$ cat src/rtl/jt12_bus_seq.sv
// Host-side write sequencer for the JT12 CPU bus: FIFO of {part, reg, data} writes
// replayed as paced address/data strobes. Busy polling is compiled in with JT12_BUS_SEQ_BUSYPOLL_EN.
module jt12_bus_seq #(
    parameter int DEPTH   = 8,
    parameter int GAP     = 2,
    parameter int WAIT    = 32,
    parameter int BUSY_TO = 255
) (
    input  logic                       clk,
    input  logic                       rst_n,
    input  logic                       cen,
    input  logic                       req_valid,
    output logic                       req_ready,
    input  logic                       req_part,
    input  logic [7:0]                 req_reg,
    input  logic [7:0]                 req_data,
    output logic [$clog2(DEPTH):0]     level,
    output logic                       idle,
    output logic                       err,
    input  logic                       err_clr,
    output logic [1:0]                 addr,
    output logic [7:0]                 din,
    output logic                       cs_n,
    output logic                       wr_n,
    input  logic [7:0]                 dout
);
    localparam int AW = $clog2(DEPTH);
    localparam int LW = AW + 1;
`ifdef JT12_BUS_SEQ_BUSYPOLL_EN
    localparam int POST_LEN = 1;
`else
    localparam int POST_LEN = WAIT;
`endif

    typedef enum logic [2:0] {
        ST_IDLE = 3'd0,
        ST_POLL = 3'd1,
        ST_ADDR = 3'd2,
        ST_GAP  = 3'd3,
        ST_DATA = 3'd4,
        ST_POST = 3'd5
    } state_t;

    logic [16:0]   mem_r [DEPTH];
    logic [AW-1:0] wr_ptr_r, rd_ptr_r;
    logic [LW-1:0] level_r;
    logic          push_s, pop_s;
    logic [16:0]   head_s, ent_s;

    state_t        state_r, state_s;
    logic [16:0]   hold_r, hold_s;
    logic [15:0]   cnt_r, cnt_s;
    logic          cs_n_r, cs_n_s, wr_n_r, wr_n_s;
    logic [1:0]    addr_r, addr_s;
    logic [7:0]    din_r, din_s;
    logic          err_set_s;
    logic          dout_unused_s;

    assign push_s    = req_valid && req_ready;
    assign head_s    = mem_r[rd_ptr_r];
    assign req_ready = (level_r != LW'(DEPTH));
    assign level     = level_r;
    assign idle      = (level_r == LW'(0)) && (state_r == ST_IDLE);
    assign addr      = addr_r;
    assign din       = din_r;
    assign cs_n      = cs_n_r;
    assign wr_n      = wr_n_r;

`ifdef JT12_BUS_SEQ_BUSYPOLL_EN
    logic [7:0] busy_cnt_r, busy_cnt_s;
    logic       err_r;
    assign err           = err_r;
    assign dout_unused_s = ^dout[6:0];
`else
    assign err           = 1'b0;
    assign dout_unused_s = ^{dout, err_clr};
`endif

    // FIFO storage; contents need no reset because level gates every read
    always_ff @(posedge clk) begin
        if (push_s) begin
            mem_r[wr_ptr_r] <= {req_part, req_reg, req_data};
        end
    end

    // FIFO pointers and occupancy; pushes ignore cen, pops come from the FSM
    always_ff @(posedge clk or negedge rst_n) begin
        if (!rst_n) begin
            wr_ptr_r <= AW'(0);
            rd_ptr_r <= AW'(0);
            level_r  <= LW'(0);
        end else begin
            if (push_s) wr_ptr_r <= wr_ptr_r + AW'(1);
            if (pop_s)  rd_ptr_r <= rd_ptr_r + AW'(1);
            if (push_s && !pop_s)      level_r <= level_r + LW'(1);
            else if (!push_s && pop_s) level_r <= level_r - LW'(1);
            else                       level_r <= level_r;
        end
    end

    // Next state, then bus pins decoded from the state being entered so they leave registered
    always_comb begin
        state_s   = state_r;
        hold_s    = hold_r;
        cnt_s     = cnt_r;
        cs_n_s    = cs_n_r;
        wr_n_s    = wr_n_r;
        addr_s    = addr_r;
        din_s     = din_r;
        pop_s     = 1'b0;
        err_set_s = 1'b0;
        ent_s     = hold_r;
`ifdef JT12_BUS_SEQ_BUSYPOLL_EN
        busy_cnt_s = busy_cnt_r;
`endif
        case (state_r)
            ST_IDLE: begin
                if (level_r != LW'(0)) begin
                    pop_s  = cen;
                    hold_s = head_s;
                    ent_s  = head_s;
`ifdef JT12_BUS_SEQ_BUSYPOLL_EN
                    busy_cnt_s = 8'd0;
                    state_s    = ST_POLL;
`else
                    state_s    = ST_ADDR;
`endif
                end else begin
                    state_s = ST_IDLE;
                end
            end
`ifdef JT12_BUS_SEQ_BUSYPOLL_EN
            ST_POLL: begin
                if (!dout[7]) begin
                    state_s = ST_ADDR;
                end else if (busy_cnt_r == 8'(BUSY_TO - 1)) begin
                    err_set_s = 1'b1;
                    state_s   = ST_ADDR;
                end else begin
                    busy_cnt_s = busy_cnt_r + 8'd1;
                end
            end
`endif
            ST_ADDR: begin
                cnt_s   = 16'd0;
                state_s = ST_GAP;
            end
            ST_GAP: begin
                if (cnt_r == 16'(GAP - 1)) state_s = ST_DATA;
                else                       cnt_s   = cnt_r + 16'd1;
            end
            ST_DATA: begin
                cnt_s   = 16'd0;
                state_s = ST_POST;
            end
            ST_POST: begin
                if (cnt_r == 16'(POST_LEN - 1)) state_s = ST_IDLE;
                else                            cnt_s   = cnt_r + 16'd1;
            end
            default: state_s = ST_IDLE;
        endcase

        case (state_s)
            ST_POLL: begin
                cs_n_s = 1'b0;
                wr_n_s = 1'b1;
                addr_s = 2'b00;
            end
            ST_ADDR: begin
                cs_n_s = 1'b0;
                wr_n_s = 1'b0;
                addr_s = {ent_s[16], 1'b0};
                din_s  = ent_s[15:8];
            end
            ST_DATA: begin
                cs_n_s = 1'b0;
                wr_n_s = 1'b0;
                addr_s = {ent_s[16], 1'b1};
                din_s  = ent_s[7:0];
            end
            default: begin
                cs_n_s = 1'b1;
                wr_n_s = 1'b1;
            end
        endcase
    end

    // FSM and bus pin registers, advancing only on cen edges
    always_ff @(posedge clk or negedge rst_n) begin
        if (!rst_n) begin
            state_r <= ST_IDLE;
            hold_r  <= 17'd0;
            cnt_r   <= 16'd0;
            cs_n_r  <= 1'b1;
            wr_n_r  <= 1'b1;
            addr_r  <= 2'b00;
            din_r   <= 8'd0;
        end else if (cen) begin
            state_r <= state_s;
            hold_r  <= hold_s;
            cnt_r   <= cnt_s;
            cs_n_r  <= cs_n_s;
            wr_n_r  <= wr_n_s;
            addr_r  <= addr_s;
            din_r   <= din_s;
        end
    end

`ifdef JT12_BUS_SEQ_BUSYPOLL_EN
    // Busy counter and sticky timeout flag; a timeout beats a simultaneous clear
    always_ff @(posedge clk or negedge rst_n) begin
        if (!rst_n) begin
            busy_cnt_r <= 8'd0;
            err_r      <= 1'b0;
        end else begin
            if (cen) busy_cnt_r <= busy_cnt_s;
            if (cen && err_set_s) err_r <= 1'b1;
            else if (err_clr)     err_r <= 1'b0;
        end
    end
`endif
endmodule
$ cat config.mk
export PLATFORM = sky130hd
export DESIGN_NAME = jt12_bus_seq
export DESIGN_NICKNAME = d
export VERILOG_FILES = /design/src/rtl/jt12_bus_seq.sv
export SDC_FILE = /design/constraint.sdc
export NUM_CORES = 1
export LEC_CHECK = 0
export ABC_AREA = 1
export BUFFER_PORTS_ARGS = -buffer_cell sky130_fd_sc_hd__buf_2
export CAP_MARGIN = 30
export CORE_MARGIN = 4
export CORE_UTILIZATION = 65
export CTS_CLUSTER_DIAMETER = 60
export CTS_CLUSTER_SIZE = 20
export DETAILED_ROUTE_END_ITERATION = 10
export PLACE_DENSITY_LB_ADDON = 0.05
export SETUP_SLACK_MARGIN = 0.15
export SLEW_MARGIN = 10
export SYNTH_ARGS = -nofsm -noshare
export SYNTH_HDL_FRONTEND = slang
export SYNTH_SLANG_ARGS = --single-unit
$ cat constraint.sdc
create_clock -name clk -period 3.5 [get_ports clk]
set_input_delay 0.35 -clock clk [delete_from_list [all_inputs] [get_ports clk]]
set_output_delay 0.35 -clock clk [all_outputs]
set_load 0.005 [all_outputs]
==> reports/summary.md <==
STA classifies the critical path endpoint as a flop. The portion of total power attributed to the clock network is 24.3%. After global routing, the most crowded layer is met2. The tools report the number of buffers added to fix hold violations after cts as 0. The die is 124 microns wide. Of the synthesized area, sequential elements account for 63.1%.

The detail route stage leaves a number of antenna-violating nets equal to 0. In the final layout, flip-flops and latches occupy 5540 sq um. CTS built an H-tree with a depth of 4.

The tightest min-delay check is of the in -> reg type. For the number of global-route vias before repair, the log shows 6,171. The buffer count from post-CTS setup fixing is 0, and the total via count after detailed routing is 6,425. Dividing the final minimum period by the clock period gives 72.4%.

The floorplan die area was 15,400 sq um; the fraction of power consumed by combinational cells was 36.4%. The wire length after detailed routing is 19,000 microns, and the net total in the final layout is 998. The logs give 5.03% for the met3 usage in global routing and 12,000 microns for the detailed-placement wirelength estimate. Time the final worst path needs with I/O delays and setup: 2.53 ns. Fraction of final layout cells with drive strength greater than 1: 11.7%. The tree built by TritonCTS fans out to 194 sinks.

Launch point of the critical path: level[0]. Proportion of register bits with asynchronous set or reset after synthesis: 29.9%. After global routing the overflow that remains totals 0.

Synthesis handed over a netlist of 919 instances. The final count of pins violating max slew was 0; the number of input and output port buffers inserted was 38. For the number of detailed-route iterations in the first pass, the log shows 7. Measured in cells, the most critical reg-to-reg path has a length of 13.

Count of endpoints failing hold in the final timing report: 0. In this run the critical register-to-register path is launched from level[0]. For this design the static power due to leakage is 4.36 nW.

The data arrival at the endpoint of the critical path came out at 2.90 ns. The net switching fraction of the power came out at 38.2%. The floorplan step set the die height to 124 microns.

Counting flops and latches in the post-synthesis netlist gives 194. For the final core utilization, the log shows 73.8%. The clock buffer count from CTS was 17; the multi-input combinational cell area was 2670 sq um. The average cell area after synthesis was 9.55 sq um.

For this block, the initial DRC count from the detailed router was 626. The power density relative to cell area is 835 nW/um^2. In this run the critical register-to-register path is captured at level[3]. In this run the standard cell core region covers 13,200 sq um. The tools report the initial antenna violation count as 0.

The count of maximum capacitance violations is 0. TritonCTS built the clock tree. The run gives 30,800 microns as the first-pass GRT wire length. Global routing consumed, on the met1 layer, 32.2% of the routing resources. Static timing analysis puts the maximum clock frequency at 0.395 GHz.

The flow ran to the end, and the final reports show no timing, DRC or antenna violations. The worst-path maximum fanout was 7. The number of antenna diodes in the final layout is 0. The cell sitting at the root of the clock tree is a clkbuf_16. The clock transition time at the flip-flop clock pins of the worst setup and hold paths came out at 0.07 ns. Setup repair after global routing left no endpoint under its margin.

The floorplan has 42 rows. The number of enable flip-flop cells after synthesis is 136, and the routed via count divided by cell count is 5.59. The tools report the internal power contribution as 5.04 mW. The logs give 0 for the count of unresolved DRC violations after routing and 39.3% for the power share of the sequential group. Entering global routing, the biggest net connects 70 pins. The largest clock skew in the final design is 0.00816 ns. Number of warnings printed during yosys synthesis: 0. The tools report the worst setup path endpoint as level[3].

Data on the critical path is required at its endpoint by 3.87 ns. The tools report the total of fill cells in the finished design as 936. 49 I/O pins were placed. The setup total negative slack came out at 0 ns. The path type of the worst setup path was reg -> reg.

In this run the tightest slew margin relative to its limit is 47.2%. The number of gates given a new drive strength after cts was 0. The switching power of the nets was 3.12 mW; the clock insertion delay at the later pin of the skew report was 0.43 ns. The logs give 0.000534 V for the highest ir drop seen on vdd and 66.3% for the initial core utilization. The met2 usage in global routing is 42.6%. The routed length per placed instance was 16.5 microns; the combined area of all synthesized cells was 8780 sq um.

The tools report the overall routing resource usage as 25.1%. The top flip-flop cell by instance count after synthesis was edfxtp_1. Area growth from synthesis to final layout: 11.3%. The final setup violation count came out at 0. In this run the register-to-register setup slack is 0.97 ns. Synthesis produced a netlist with a net count of 957. The netlist uses 34 different library cells. The worst setup path is launched from a flop.

At the end of routability-driven placement, the weighted congestion stood at 0.920. At the pin with the least slew margin, the transition time is 0.792 ns. The longest clock path from root to sink contains 2 buffers.
[kinds of logic (layout without fill, tap and decap cells)]
group	Yosys count	count (layout)	share of synthesized area, %
fa+ha+maj	8	8	1.23
buf+inv	130	184	6.51
xor+xnor	17	17	1.70
other cells	1	1	0.0427
simple gates	528	528	25.0
flops	194	194	63.1
compound gates	41	41	2.44
[cell usage in the layout, fill, tap and decap left out, drive strengths merged, types with 2 or more instances in the layout]
cell and instances:
clkbuf 18, xor2 14, nand3 123, nor2 58, ha 7, or2 4, clkinv 5, bufinv 3
nor3 4, dfrtp 56, nand4 3, inv 94, nand2 335, o21ai 36, dfstp 2, buf 61
a21oi 3, clkinvlp 2, xnor2 3, edfxtp 136
[metrics by stage]
stage               cells  hold slack (ns)  setup slack [ns]  instance area, sq um  power (mW)
floorplan             919           0.0544              1.15                  8780        5.31
global placement     1115            0.460              1.08                  9140        6.04
detailed placement   1115            0.463             0.988                  9140        6.18
CTS                  1147           0.0810             0.959                  9740        8.17
global route         1149            0.185             0.739                  9770        8.67
finish               1149            0.175             0.967                  9770        8.16
[worst min path at each step]
stage,start,end,slack (ns),depth (start not counted)
floorplan,rst_n,addr[0],0.05,0
global placement,addr[1],addr[1],0.46,2
detailed placement,din[4],din[4],0.46,2
CTS,rst_n,din[1],0.08,1
global route,req_data[7],mem_r[2][7],0.18,1
finish,req_data[3],mem_r[1][3],0.18,1
[critical path, cell delays in order (launching register included)]
cell	delay [ns]
dfrtp_1	0.46
nor2_1	0.09
nand2_1	0.08
nor2_1	0.06
nor2_2	0.34
nand2_1	0.17
ha_1	0.24
inv_1	0.11
ha_1	0.25
a21o_1	0.18
a21oi_1	0.18
xor2_1	0.17
nand2_1	0.08
nand2_1	0.06
[sequential cells by signal (all words and copies together) (netlist names)]
register / count
wr_ptr_r: 3
addr: 2
rd_ptr_r: 3
din: 8
state_r: 3
level: 4
wr_n: 1
mem_r: 136
cs_n: 1
cnt_r: 16
hold_r: 17
[power groups by stage]
stage / combinational, mW / clock [mW] / sequential (mW)
finish: 2.97 / 1.98 / 3.21
global route: 3.30 / 2.11 / 3.26
CTS: 2.96 / 2.01 / 3.20
detailed placement: 2.94 / 0 / 3.25
global placement: 2.82 / 0 / 3.22
floorplan: 2.10 / 0 / 3.21
[synth_stat cells (2+ instances only)]
cell / number / area, sq um
nand2_2: 2 / 12.5
dfrtp_1: 56 / 1400
clkinv_1: 2 / 7.51
nor2_1: 53 / 199
edfxtp_1: 136 / 4080
buf_6: 4 / 45.0
inv_2: 6 / 22.5
buf_4: 10 / 75.1
clkbuf_1: 12 / 45.0
xor2_1: 14 / 123
nand3_1: 122 / 611
nor2_2: 4 / 25.0
dfstp_2: 2 / 52.6
buf_2: 13 / 65.1
o21ai_1: 11 / 55.1
o21ai_0: 24 / 120
nor3_1: 4 / 20.0
nand4_1: 3 / 18.8
xnor2_1: 3 / 26.3
inv_1: 82 / 308
ha_1: 7 / 87.6
nand2_1: 332 / 1250
or2_2: 4 / 25.0
a21oi_1: 3 / 15.0
[metal layers]
layer | vias up | wire, microns | part of all wire [%]
met5 | - | 0 | 0
met4 | 0 | 474 | 2.5
met3 | 42 | 1190 | 6.3
met1 | 3081 | 7720 | 41
li1 | 3062 | - | -
met2 | 240 | 9570 | 50
[cell type report]
class | count | share of cell area (%)
clock inverters | 14 | 1.78
clock buffers | 18 | 4.39
repair buffers | 62 | 4.07
well taps | 176 | 2.25
flip-flops and latches | 194 | 56.7
multi-input cells | 595 | 27.3
inverters | 90 | 3.46
Note: power is estimated with default switching activity, not from simulation.
